===== src/rtl/adpll_seq_pkg.sv =====
// Shared definitions for the ADPLL lock sequencer: state encoding and the
// arithmetic helpers used on the combined phase error and the run counters.
package adpll_seq_pkg;

  typedef enum logic [2:0] {
    S_IDLE    = 3'd0,
    S_WARMUP  = 3'd1,
    S_ACQUIRE = 3'd2,
    S_TRACK   = 3'd3,
    S_FAIL    = 3'd4
  } state_e;

  // All sequencer counters share one width; wide enough for the acquisition timeout.
  localparam int CNT_W = 16;

  // Magnitude of a sign-extended w-bit error. The most-negative code has no positive
  // counterpart, so it is clamped to the largest positive value.
  function automatic logic [31:0] abs_sat(input logic signed [31:0] v, input int unsigned w);
    logic [31:0] lim;
    logic [31:0] m;
    lim = (32'd1 << (w - 1)) - 32'd1;
    m   = (v < 0) ? 32'(-v) : 32'(v);
    if (m > lim) m = lim;
    return m;
  endfunction

  // Counters stick at all-ones instead of wrapping.
  function automatic logic [CNT_W-1:0] sat_inc(input logic [CNT_W-1:0] c);
    return (&c) ? c : c + 1'b1;
  endfunction

endpackage


===== src/rtl/adpll_edge_sync.sv =====
// Brings the asynchronous divided DCO clock into the system domain and emits a
// one-cycle strobe registered one cycle after the synchronised rising edge.
module adpll_edge_sync (
  input  logic clk_i,
  input  logic rst_ni,
  input  logic async_i,
  output logic strobe_o
);

  logic meta_q, sync_q, prev_q, strobe_q;

  // Two-flop synchroniser, edge history flop and registered rising-edge strobe.
  always_ff @(posedge clk_i or negedge rst_ni) begin
    if (!rst_ni) begin
      meta_q   <= 1'b0;
      sync_q   <= 1'b0;
      prev_q   <= 1'b0;
      strobe_q <= 1'b0;
    end else begin
      meta_q   <= async_i;
      sync_q   <= meta_q;
      prev_q   <= sync_q;
      strobe_q <= sync_q & ~prev_q;
    end
  end

  assign strobe_o = strobe_q;

endmodule


===== src/rtl/adpll_lock_sequencer.sv =====
// Start-up and gain-scheduling controller for one ADPLL node: warm-up, wide
// acquisition gains, narrow tracking gains once the error settles, and fallback
// on loss of lock. Define ADPLL_SEQ_LOSS_CNT_EN to add loss_count_o, a saturating
// count of TRACK->ACQUIRE events.
module adpll_lock_sequencer
  import adpll_seq_pkg::*;
#(
  parameter int                      PDET_WIDTH    = 8,
  parameter int                      KP_WIDTH      = 3,
  parameter int                      KI_WIDTH      = 4,
  parameter int                      WEIGHT_WIDTH  = 4,
  parameter logic [KP_WIDTH-1:0]     KP_ACQ        = 3'b100,
  parameter logic [KI_WIDTH-1:0]     KI_ACQ        = 4'b0100,
  parameter logic [KP_WIDTH-1:0]     KP_TRK        = 3'b010,
  parameter logic [KI_WIDTH-1:0]     KI_TRK        = 4'b0001,
  parameter logic [WEIGHT_WIDTH-1:0] WEIGHT_ON     = 4'd2,
  parameter int                      WARMUP_CYCLES = 1024,
  parameter int                      LOCK_THRESH   = 4,
  parameter int                      UNLOCK_THRESH = 16,
  parameter int                      LOCK_COUNT    = 64,
  parameter int                      UNLOCK_COUNT  = 8,
  parameter int                      ACQ_TIMEOUT   = 4096
) (
  input  logic                      fpga_clk_i,
  input  logic                      reset_i,
  input  logic                      start_i,
  input  logic                      stop_i,
  input  logic                      gen_div8_i,
  input  logic [PDET_WIDTH-1:0]     error_i,
  input  logic [3:0]                neighbour_en_i,
  output logic                      enable_o,
  output logic [KP_WIDTH-1:0]       kp_o,
  output logic [KI_WIDTH-1:0]       ki_o,
  output logic [4*WEIGHT_WIDTH-1:0] weight_o,
  output logic                      locked_o,
  output logic                      fail_o,
  output logic                      lost_lock_o,
  output logic [2:0]                state_o
`ifdef ADPLL_SEQ_LOSS_CNT_EN
  ,
  output logic [7:0]                loss_count_o
`else
`endif
);

  localparam logic [CNT_W-1:0] WARM_LAST = CNT_W'(WARMUP_CYCLES - 1);
  localparam logic [CNT_W-1:0] LOCK_C    = CNT_W'(LOCK_COUNT);
  localparam logic [CNT_W-1:0] UNLOCK_C  = CNT_W'(UNLOCK_COUNT);
  localparam logic [CNT_W-1:0] TIMEOUT_C = CNT_W'(ACQ_TIMEOUT);

  state_e                  state_q, state_d;
  logic [CNT_W-1:0]        cyc_q, cyc_d, run_q, run_d, to_q, to_d, bad_q, bad_d;
  logic [CNT_W-1:0]        run_n, to_n, bad_n;
  logic                    strobe, smp_q, start_q, lost_d;
  logic signed [PDET_WIDTH-1:0] err_q;
  logic [31:0]             mag;

  logic                      enable_q, enable_d, locked_q, locked_d, fail_q, fail_d, lost_q;
  logic [KP_WIDTH-1:0]       kp_q, kp_d;
  logic [KI_WIDTH-1:0]       ki_q, ki_d;
  logic [4*WEIGHT_WIDTH-1:0] weight_q, weight_d;

  adpll_edge_sync u_sync (
    .clk_i    (fpga_clk_i),
    .rst_ni   (reset_i),
    .async_i  (gen_div8_i),
    .strobe_o (strobe)
  );

  // Capture the error on each strobe; smp_q marks the cycle the captured sample is evaluated.
  always_ff @(posedge fpga_clk_i or negedge reset_i) begin
    if (!reset_i) begin
      err_q   <= '0;
      smp_q   <= 1'b0;
      start_q <= 1'b0;
    end else begin
      smp_q   <= strobe;
      start_q <= start_i;
      if (strobe) err_q <= error_i;
    end
  end

  assign mag   = abs_sat(32'(err_q), PDET_WIDTH);
  assign run_n = (mag <= 32'(LOCK_THRESH)) ? sat_inc(run_q) : '0;
  assign to_n  = sat_inc(to_q);
  assign bad_n = (mag > 32'(UNLOCK_THRESH)) ? sat_inc(bad_q) : '0;

  // State and counter register.
  always_ff @(posedge fpga_clk_i or negedge reset_i) begin
    if (!reset_i) begin
      state_q <= S_IDLE;
      cyc_q   <= '0;
      run_q   <= '0;
      to_q    <= '0;
      bad_q   <= '0;
    end else begin
      state_q <= state_d;
      cyc_q   <= cyc_d;
      run_q   <= run_d;
      to_q    <= to_d;
      bad_q   <= bad_d;
    end
  end

  // Next-state and counter logic; stop_i overrides everything.
  always_comb begin
    state_d = state_q;
    cyc_d   = cyc_q;
    run_d   = run_q;
    to_d    = to_q;
    bad_d   = bad_q;
    lost_d  = 1'b0;
    case (state_q)
      S_IDLE: begin
        if (start_i) begin
          state_d = S_WARMUP;
          cyc_d   = '0;
        end
      end
      S_WARMUP: begin
        if (cyc_q >= WARM_LAST) begin
          state_d = S_ACQUIRE;
          run_d   = '0;
          to_d    = '0;
        end else begin
          cyc_d = sat_inc(cyc_q);
        end
      end
      S_ACQUIRE: begin
        if (smp_q) begin
          run_d = run_n;
          to_d  = to_n;
          // Reaching lock on the same sample as the timeout still counts as lock.
          if (run_n >= LOCK_C) begin
            state_d = S_TRACK;
            bad_d   = '0;
          end else if (to_n >= TIMEOUT_C) begin
            state_d = S_FAIL;
          end
        end
      end
      S_TRACK: begin
        if (smp_q) begin
          bad_d = bad_n;
          if (bad_n >= UNLOCK_C) begin
            state_d = S_ACQUIRE;
            run_d   = '0;
            to_d    = '0;
            lost_d  = 1'b1;
          end
        end
      end
      S_FAIL: begin
        // Only a fresh start request restarts; a held level does not.
        if (start_i && !start_q) begin
          state_d = S_WARMUP;
          cyc_d   = '0;
        end
      end
      default: state_d = S_IDLE;
    endcase
    if (stop_i) begin
      state_d = S_IDLE;
      cyc_d   = '0;
      run_d   = '0;
      to_d    = '0;
      bad_d   = '0;
      lost_d  = 1'b0;
    end
  end

  // Output values decoded from the next state so they register alongside it.
  always_comb begin
    enable_d = (state_d != S_IDLE);
    kp_d     = (state_d == S_TRACK) ? KP_TRK : KP_ACQ;
    ki_d     = (state_d == S_TRACK) ? KI_TRK : KI_ACQ;
    locked_d = (state_d == S_TRACK);
    fail_d   = (state_d == S_FAIL);
    weight_d = '0;
    for (int i = 0; i < 4; i++) begin
      if ((state_d == S_ACQUIRE || state_d == S_TRACK) && neighbour_en_i[i])
        weight_d[i*WEIGHT_WIDTH +: WEIGHT_WIDTH] = WEIGHT_ON;
    end
  end

  // Output registers.
  always_ff @(posedge fpga_clk_i or negedge reset_i) begin
    if (!reset_i) begin
      enable_q <= 1'b0;
      kp_q     <= KP_ACQ;
      ki_q     <= KI_ACQ;
      weight_q <= '0;
      locked_q <= 1'b0;
      fail_q   <= 1'b0;
      lost_q   <= 1'b0;
    end else begin
      enable_q <= enable_d;
      kp_q     <= kp_d;
      ki_q     <= ki_d;
      weight_q <= weight_d;
      locked_q <= locked_d;
      fail_q   <= fail_d;
      lost_q   <= lost_d;
    end
  end

  assign enable_o    = enable_q;
  assign kp_o        = kp_q;
  assign ki_o        = ki_q;
  assign weight_o    = weight_q;
  assign locked_o    = locked_q;
  assign fail_o      = fail_q;
  assign lost_lock_o = lost_q;
  assign state_o     = state_q;

`ifdef ADPLL_SEQ_LOSS_CNT_EN
  logic [7:0] loss_q;

  // Lifetime count of lock losses; only reset clears it.
  always_ff @(posedge fpga_clk_i or negedge reset_i) begin
    if (!reset_i)                   loss_q <= '0;
    else if (lost_d && loss_q != 8'hFF) loss_q <= loss_q + 8'd1;
  end

  assign loss_count_o = loss_q;
`else
  // Loss counter not built.
`endif

endmodule


===== config.mk =====
export PLATFORM = sky130hd
export DESIGN_NAME = adpll_lock_sequencer
export DESIGN_NICKNAME = d
export VERILOG_FILES = /design/src/rtl/adpll_seq_pkg.sv /design/src/rtl/adpll_edge_sync.sv /design/src/rtl/adpll_lock_sequencer.sv
export SDC_FILE = /design/constraint.sdc
export NUM_CORES = 1
export LEC_CHECK = 0
export ABC_CLOCK_PERIOD_IN_PS = 8170
export BUFFER_PORTS_ARGS = -buffer_cell sky130_fd_sc_hd__clkbuf_2
export CAP_MARGIN = 15
export CORE_ASPECT_RATIO = 1.75
export CORE_MARGIN = 1.5
export CORE_UTILIZATION = 30
export DETAILED_ROUTE_END_ITERATION = 6
export GPL_TIMING_DRIVEN = 0
export HOLD_SLACK_MARGIN = 0.1
export PLACE_DENSITY = 0.49
export RECOVER_POWER = 100
export SETUP_SLACK_MARGIN = 0.2
export SYNTH_ARGS = -nofsm -noshare
export SYNTH_HDL_FRONTEND = slang
export SYNTH_SLANG_ARGS = --single-unit

===== constraint.sdc =====
create_clock -name fpga_clk_i -period 8.17 [get_ports fpga_clk_i]
set_clock_uncertainty 0.15 [all_clocks]
set_input_delay 1.634 -clock fpga_clk_i [delete_from_list [all_inputs] [get_ports fpga_clk_i]]
set_output_delay 1.634 -clock fpga_clk_i [all_outputs]
set_load 0.1 [all_outputs]

-- Yosys cells after proc, flatten, opt, wreduce, memory -nomap -nowiden
Index checks and enable logic that the tools add are counted.
Widths: inputs -> output; s select.
- register bits: 107
- bits of input ports: 17
- word-level logic and storage cells: 116
- add/sub/neg operators: 5
- magnitude comparators: 8
- eq/ne operators: 16
- multiplexer cells: 47
- bitwise logic cells: 2
- reductions and logical operators: 19
- operators by type and width (kind ; count):
    $mux 16 ; 21
    $pmux 16 s3 ; 3
    $add 16x1->16 const B ; 4
    $mux 32 ; 2
    $reduce_and 16->1 ; 4
    $mux 3 ; 11
    $gt 32x5->1 const B ; 1
    $gt 32x7->1 const B ; 1
    $le 32x3->1 const B ; 1
    $neg 8->32 ; 1
    $pmux 16 s2 ; 1
    $ne 3x3->1 const B ; 9
    $ge 16x10->1 const B ; 1
    $ge 16x13->1 const B ; 1
    $ge 16x4->1 const B ; 1
    $ge 16x7->1 const B ; 1
    $pmux 3 s5 ; 1
    $eq 3x2->1 const B ; 4
    $reduce_and 5->1 ; 2
    $lt 8x1->1 const B ; 1
    $mux 2 ; 4
    $reduce_bool 4->1 ; 2
    $eq 3x3->1 const B ; 2
    $reduce_bool 3->1 ; 2
    9 further kinds ; 16

-- Logic depth before layout (Yosys ltp)
Gate-level depths: netlist (run 1).
- depth in word-level cells: 15
- mapped depth: 11
- depth with buffers taken out: 9

-- Hierarchy
From an unflattened synthesis (run 1), not the netlist that was laid out.
- cell total of the unflattened synthesis: 613
- area total of the unflattened synthesis: 5455.2 um^2
- by module, submodules not included (module ; times used ; cells an instance ; area an instance (um^2) ; sequential area each (um^2)):
    adpll_lock_sequencer ; 1 ; 608 ; 5341.4 ; 2153.3
    adpll_edge_sync ; 1 ; 5 ; 113.9 ; 100.1

-- Least setup slack after synthesis (run 1)
No wires, ideal clock.
- path type: input to register
- start: input stop_i
- end: register enable_q (netlist: enable_o)
- library setup time: 0.139 ns
- data arrival time: 3.245 ns
- data required time: 7.881 ns
- path slack: 4.637 ns
- stages: 8
- buffers on the path: 1
- path through: clkbuf_1 > inv_1 > and3_1 > nand2_1 > nor4_4 > o21a_1 > nor2_1 > or4b_1
- word-level cells in the longest chain between the ends: 2
- ends and longest elaborated chain (element ; RTL line ; RTL):
    start: declaration ; adpll_lock_sequencer.sv:27 ; input logic stop_i,
    $mux 3 ; adpll_lock_sequencer.sv:162 ; if (stop_i) begin
    $reduce_bool 3->1 ; adpll_lock_sequencer.sv:174 ; enable_d = (state_d != S_IDLE);
    named net enable_d ; adpll_lock_sequencer.sv:58 ; logic enable_q, enable_d, locked_q, locked_d, fail_q, fail_d, lost_q;
    end signal: assignment ; adpll_lock_sequencer.sv:197 ; enable_q <= enable_d;
    end: declaration ; adpll_lock_sequencer.sv:58 ;
The timed path passes the listed nets, and every way through them passes these cells.
A chain may end at the register's enable or synchronous reset.

-- Worst setup path after layout (run 1)
- start: register cyc_q[0]
- end: register run_q[15]
- word-level cells in the longest chain between the ends: 3
- ends and longest elaborated chain (element ; RTL line ; RTL):
    start: declaration ; adpll_lock_sequencer.sv:52 ; logic [CNT_W-1:0] cyc_q, cyc_d, run_q, run_d, to_q, to_d, bad_q, bad_d;
    start signal: assignment ; adpll_lock_sequencer.sv:98 ; cyc_q <= cyc_d;
    $ge 16x10->1 ; adpll_lock_sequencer.sv:121 ; if (cyc_q >= WARM_LAST) begin
    $ne 3x3->1 (no line) ; -- ;
    $reduce_and 5->1 (no line) ; -- ;
    end signal: assignment ; adpll_lock_sequencer.sv:99 ; run_q <= run_d;
    end: declaration ; adpll_lock_sequencer.sv:52 ;
Every way passes these cells.

==> flow_summary.ini, run 1 <==
[grt]
grt_overflow_total = 0
grt_pass1_vias = 5411
grt_max_degree = 54
track_usage = 0.1718
grt_pass1_wl_um = 27700
antenna_found_initial = 0

[setup_path]
cp_num_buf_inv = 1
startpoint_type = flop
criticalPathCategory = flop to flop
cp-end-kind = flop
slowest_delay_ns = 1.74
cp_max_fo = 10
crit_path_cell_trace = ha_1, nand3_1, nor3_1, nor3_1, o41ai_1, nand2_1, o21ai_0, clkbuf_1, a22oi_1
cp_slowest_cell = o41ai_1
cpMostUsedCell = nor3_1
crit_family = compound AO/OA/AOI/OAI gates
cp_data_required_time_ns = 8.20
cp.arrival_ns = 5.42

[timing]
rsz0062_at_grt = false
setup_tns_ns = 0
finalSetupViolations = 0
min_period_ns = 5.392
worstMarginPinSlew_ns = 2.301
fin_ws_ns = 2.778
finalMaxSlewViolations = 48
slew_headroom = -0.5341
hold_viol_final = 0
finalCritPeriodShare = 0.6600
timing.hold.ws_ns = 0.2080
fmax_mhz = 185.5

[detailed_routing]
drt-pass1-iter-count = 5
vias = 5359
wirelength_um = 16950
ant_nets = 0
drt_iter0_markers = 160
wl_per_cell_um = 17.42
drc = 0
viasPerCell = 5.508

[placed_design]
gp_congestion = 0.8950
post-dp-hpwl_um = 12610
pre_cts_ws_ns = 3.995
portBuffers = 30

[logic_synthesis]
synthArstFlopShare = 1.000
ys.warnings.count = 0
yosysMostFrequentCell = dfrtp_1
synth.area.top_cells = dfrtp_1, nand3_1, nand2_1
synth.yosys.seq_area_share = 0.3783
synth_ff_type = dfrtp_1
synth_edf_count = 0
ys_ff_latch = 90
synth_area_um2 = 5957
syn-mean-instance-area_um2 = 8.931
synth_cells = 667
synth_largest_area_cell = dfrtp_1
ys_top_cells_by_count = dfrtp_1, nand2_1, nand3_1, nor2_1, o21ai_0
ys_types = 97
synth_top_area_share = 0.3739

[power_and_ir_drop]
power.density_nw_per_um2 = 166.3
p_leak_uw = 0.002777
max-vdd-ir-drop_mv = 0.09741

[clocking]
ctsResizeCount = 0
htree_levels = 3
numCtsBuffers = 9
clkLatencyLatePin_ns = 0.35
clockBufferDepth = 2
cts-hold-fix-buffers = 0
cts_tree = yes
cts_setup_buffers = 0
cts-root-buf = clkbuf_16
clk_pin_slew_worst_paths_ns = 0.07
cts.sinks = 90

[status]
status = complete, but fails checks
violations = capacitance limit, slew limit

[floorplan]
core_um2 = 19570
ios = 47
die_w_um = 109.5
initial_utilization = 0.3044
fp.dieH_um = 189.4
num_rows = 68
die_area_um2 = 20740

[cells_and_area]
area_delta_synth_final_pct = 11.80
antennaDiodeCount = 0
fill_cells = 2114
seqCellArea_um2 = 2253
drive_above_1_share = 0.1525
finalNetCount = 745
multi_input_area_um2 = 3302

[job]
drv_cap = 2

[hold_path]
hold_path.class = flop to flop
==> layout make-up <==
cell class / instances / area share
Clock inverter: 7 / 0.009205
Inverter: 16 / 0.009017
Multi-Input combinational cell: 524 / 0.4958
Sequential cell: 90 / 0.3383
Timing Repair Buffer: 31 / 0.02348
Tap cell: 245 / 0.04603
Buffer: 51 / 0.04434
Clock buffer: 9 / 0.03382
==> report_power, final <==
part | total [uW] | internal (uW) | switching, uW | leakage (uW)
clock network | 408 | 212 | 196 | 0.000140
logic | 226 | 54.0 | 172 | 0.00142
registers | 473 | 459 | 14.5 | 0.00122
==> cell families after synthesis <==
kind of cell	count (synthesis)	share of synthesized area
xor+xnor	12	0.01764
buf+inv	67	0.06133
mux	11	0.02164
simple gates	316	0.3092
fa+ha+maj	5	0.01050
other cells	1	0.0006295
flops	90	0.3783
compound gates	165	0.2008
==> state kept, by name (all words and copies together), names as in the netlist <==
register and flops:
bad_q 16, cyc_q 16, enable_o 1, err_q 8, fail_o 1, kp_o 2
lost_lock_o 1, run_q 16, smp_q 1, start_q 1, state_o 3, to_q 16
u_sync.meta_q 1, u_sync.prev_q 1, u_sync.strobe_o 1, u_sync.sync_q 1, weight_o 4
==> cell usage in the layout (no fill, tap or decap), types with 7 or more instances in the layout <==
cell,count
conb_1,15
and2_1,9
clkbuf_1,35
inv_1,16
nand4_1,15
dfrtp_1,89
and3_1,10
a21oi_1,24
clkbuf_2,14
xor2_1,9
and4_1,9
nor2b_1,10
o21ai_0,44
nor3_1,18
a31oi_1,19
nand2_1,59
o31ai_1,10
mux2_2,7
nor2_1,51
nor4_1,10
buf_4,18
nand3_1,58
clkbuf_16,9
or3_1,7
nand3b_1,7
buf_2,10
==> path summary, 6_finish.rpt <==
path / start / end / slack (ns) / cells past startpoint
max: cyc_q[0] / run_q[15] / 2.78 / 9
min: u_sync.meta_q / u_sync.sync_q / 0.21 / 0
max reg2reg: cyc_q[0] / run_q[15] / 2.78 / 9
min reg2reg: u_sync.meta_q / u_sync.sync_q / 0.21 / 0
max in group asynchronous: reset_i / smp_q / 4.74 / 1
min in group asynchronous: reset_i / run_q[8] / 1.82 / 1
==> routing by layer <==
| metal | global-route usage | up-vias | part of all wire |
|---|---|---|---|
| met5 | 0 | - | 0 |
| met4 | 0.09491 | 0 | 0.047 |
| met3 | 0.02169 | 45 | 0.034 |
| met2 | 0.3113 | 143 | 0.52 |
| met1 | 0.1875 | 2609 | 0.39 |
| li1 | - | 2562 | - |
==> worst reg2reg max path, cell delays in order (launching register included) <==
cell	delay, ns
dfrtp_1	0.39
ha_1	0.25
nand3_1	0.10
nor3_1	0.31
nor3_1	0.15
o41ai_1	1.74
nand2_1	0.56
o21ai_0	0.66
clkbuf_1	0.73
a22oi_1	0.18
==> through the flow <==
step | instances | total power (uW) | cell area, um2 | util
floorplan | 681 | 660.0 | 6010 | -
finish | 973 | 1108 | 6660 | 0.3403
detailed placement | 957 | 721.1 | 6496 | 0.3320
CTS | 973 | 1137 | 6783 | 0.3466
global placement | 956 | 714.2 | 6466 | 0.3304
global route | 973 | 1159 | 6660 | 0.3403
No activity file was read; power rests on OpenSTA's default activity.
==> run 2, diff against run 1 <==
- ABC_AREA: default -> 1
- ABC_CLOCK_PERIOD_IN_PS: 8170 -> 5600
- clock period: 8.17 -> 5.6 ns (I/O delays scaled with it)
==> run 2 against run 1 <==
  * Wire length fell by 10%
  * Global-route usage decreased by 0.89 points
  * Worst hold slack lost 0.0038 ns
  * First-iteration DRC count shrank 2.5%
  * Register-to-register slack got worse by 1.0 ns
  * Core utilization decreased by 0.40 points
  * Final area shrank 3.9%
  * Via count down 5.8%
  * The flow still finishes with violations (capacitance limit, slew limit)
  * Largest cell class unchanged
  * Setup slack got worse by 1.0 ns
  * Total power up 34%
  * Highest routed layer unchanged
  * Largest power group unchanged
==> flow_summary.ini, run 2 <==
[status]
status = complete, but fails checks
violations = capacitance limit, slew limit

[power_and_ir_drop]
fin_total_pwr_uw = 1489
p_leak_uw = 0.002994
max-vdd-ir-drop_mv = 0.1326
power.density_nw_per_um2 = 232.6

[cells_and_area]
finalNonFillerCells = 1075
final_cell_mix = nand2_1, dfrtp_1, nand3_1
post-route-util = 0.3364
layout_commonest_cell = nand2_1
area_delta_synth_final_pct = 10.74
fill_cells = 2067
drive_above_1_share = 0.1235
antennaDiodeCount = 0
finalNetCount = 851

[logic_synthesis]
yosysMostFrequentCell = nand2_1
ys_ff_latch = 90
synth_largest_area_cell = dfrtp_1
synth_ff_type = dfrtp_1
synth_edf_count = 0
ys_types = 44
synth.yosys.seq_area_share = 0.3898
synth_top_area_share = 0.3853
ys_top_cells_by_count = nand2_1, dfrtp_1, nand3_1, inv_1, nor2_1
synth.area.top_cells = dfrtp_1, nand2_1, nand3_1
syn-mean-instance-area_um2 = 7.488
synth_cells = 772
synthArstFlopShare = 1.000
synth_area_um2 = 5781
ys.warnings.count = 0

[grt]
busiest_layer = met2
antenna_found_initial = 0
grt_pass1_vias = 5157
track_usage = 0.1629
use_met1 = 0.1618
grt_use_met3 = 0.02829
grt_use_met2 = 0.3202
grt_overflow_total = 0
grt_max_degree = 51
grt_pass1_wl_um = 25520

[clocking]
htree_levels = 3
cts-hold-fix-buffers = 0
clkLatencyLatePin_ns = 0.35
clockBufferDepth = 2
numCtsBuffers = 9
clk_pin_slew_worst_paths_ns = 0.07
cts.sinks = 90
cts-root-buf = clkbuf_16
ctsResizeCount = 0
cts_setup_buffers = 0
cts_tree = yes

[setup_path]
cp_max_fo = 10
cp_data_required_time_ns = 5.68
criticalPathCategory = flop to flop
cp-end-kind = flop
cp.arrival_ns = 3.91
startpoint_type = flop

[floorplan]
die_w_um = 107.9
ios = 47
initial_utilization = 0.3038
die_area_um2 = 20140
num_rows = 67
core_um2 = 19030
fp.dieH_um = 186.6

[placed_design]
portBuffers = 31
dp_cells = 1059
gp_congestion = 0.8472
post-dp-hpwl_um = 11780

[timing]
timing.hold.ws_ns = 0.2042
fmax_mhz = 260.9
slew_headroom = -0.7060
min_period_ns = 3.833
hold_viol_final = 0
setup_tns_ns = 0
rsz0062_at_grt = false
finalCritPeriodShare = 0.6845
finalMaxSlewViolations = 41
worstMarginPinSlew_ns = 2.559
finalSetupViolations = 0

[detailed_routing]
viasPerCell = 4.698
drc = 0
drt_iter0_markers = 156
drt-pass1-iter-count = 4
ant_nets = 0
vias = 5050
wirelength_um = 15260
wl_per_cell_um = 14.19

[job]
drv_cap = 1

[hold_path]
hold_path.class = flop to flop
-- run 2: final cells by class --
cell class,instances,area (um2),area share
well taps,241,301.5,0.04711
clock buffers,10,239.0,0.03733
clock inverters,6,47.55,0.007428
repair buffers,32,160.2,0.02502
multi-input cells,571,2833,0.4425
plain buffers,41,251.5,0.03929
flip-flops and latches,90,2253,0.3520
inverters,84,315.3,0.04926
-- run 2: kinds of logic (layout without fill, tap and decap cells) --
group	Yosys count	in the layout	synth area share
AND/OR/NAND/NOR	434	434	0.3548
buffers and inverters	125	173	0.1069
AO/OA/AOI/OAI	96	96	0.1048
flip-flops	90	90	0.3898
XOR/XNOR	20	20	0.03030
adder cells (fa/ha/maj)	5	5	0.01082
other	1	15	0.0006487
multiplexers	1	1	0.001948
-- run 2: worst paths after layout --
path	start	to	slack (ns)	cells after the start
worst max register to register	err_q[0]	bad_q[15]	1.77	18
max in group asynchronous	reset_i	bad_q[4]	2.42	1
worst max-delay path	err_q[0]	bad_q[15]	1.77	18
worst min-delay path	u_sync.meta_q	u_sync.sync_q	0.20	0
min in group asynchronous	reset_i	run_q[9]	1.41	1
worst min register to register	u_sync.meta_q	u_sync.sync_q	0.20	0
-- run 2: metrics by stage --
step           setup WS [ns]  area [um2]
5_1_grt                1.306        6401
3_5_place_dp           2.580        6320
4_1_cts                2.696        6606
3_3_place_gp           1.978        6290
6_report               1.767        6401
2_1_floorplan          2.989        5833
-- run 2: layer usage --
layer	share of wire	vias to the layer above
met5	0	-
met4	0.027	0
met3	0.024	24
met2	0.57	71
met1	0.38	2352
li1	-	2603
-- run 2: power breakdown --
part / internal, uW / total, uW / switching, uW
combinational: 52.1 / 215 / 163
clock: 318 / 598 / 280
sequential: 663 / 676 / 12.6
total: 1030 / 1490 / 455
-- run 2: worst max-delay path, stage by stage, from the launching register on --
cell and delay (ns):
dfrtp_1 0.36, inv_1 0.17, ha_1 0.23, inv_1 0.07, nand2_1 0.06, nand2_1 0.04, nand2_1 0.08, inv_1 0.05
a21oi_1 0.16, nand3_2 0.09, nor2_1 0.79, o21ai_0 0.22, nand2_1 0.15, inv_1 0.07, nand4_1 0.21, nand2_1 0.26
clkbuf_1 0.33, nand3_1 0.13, o21ai_0 0.09
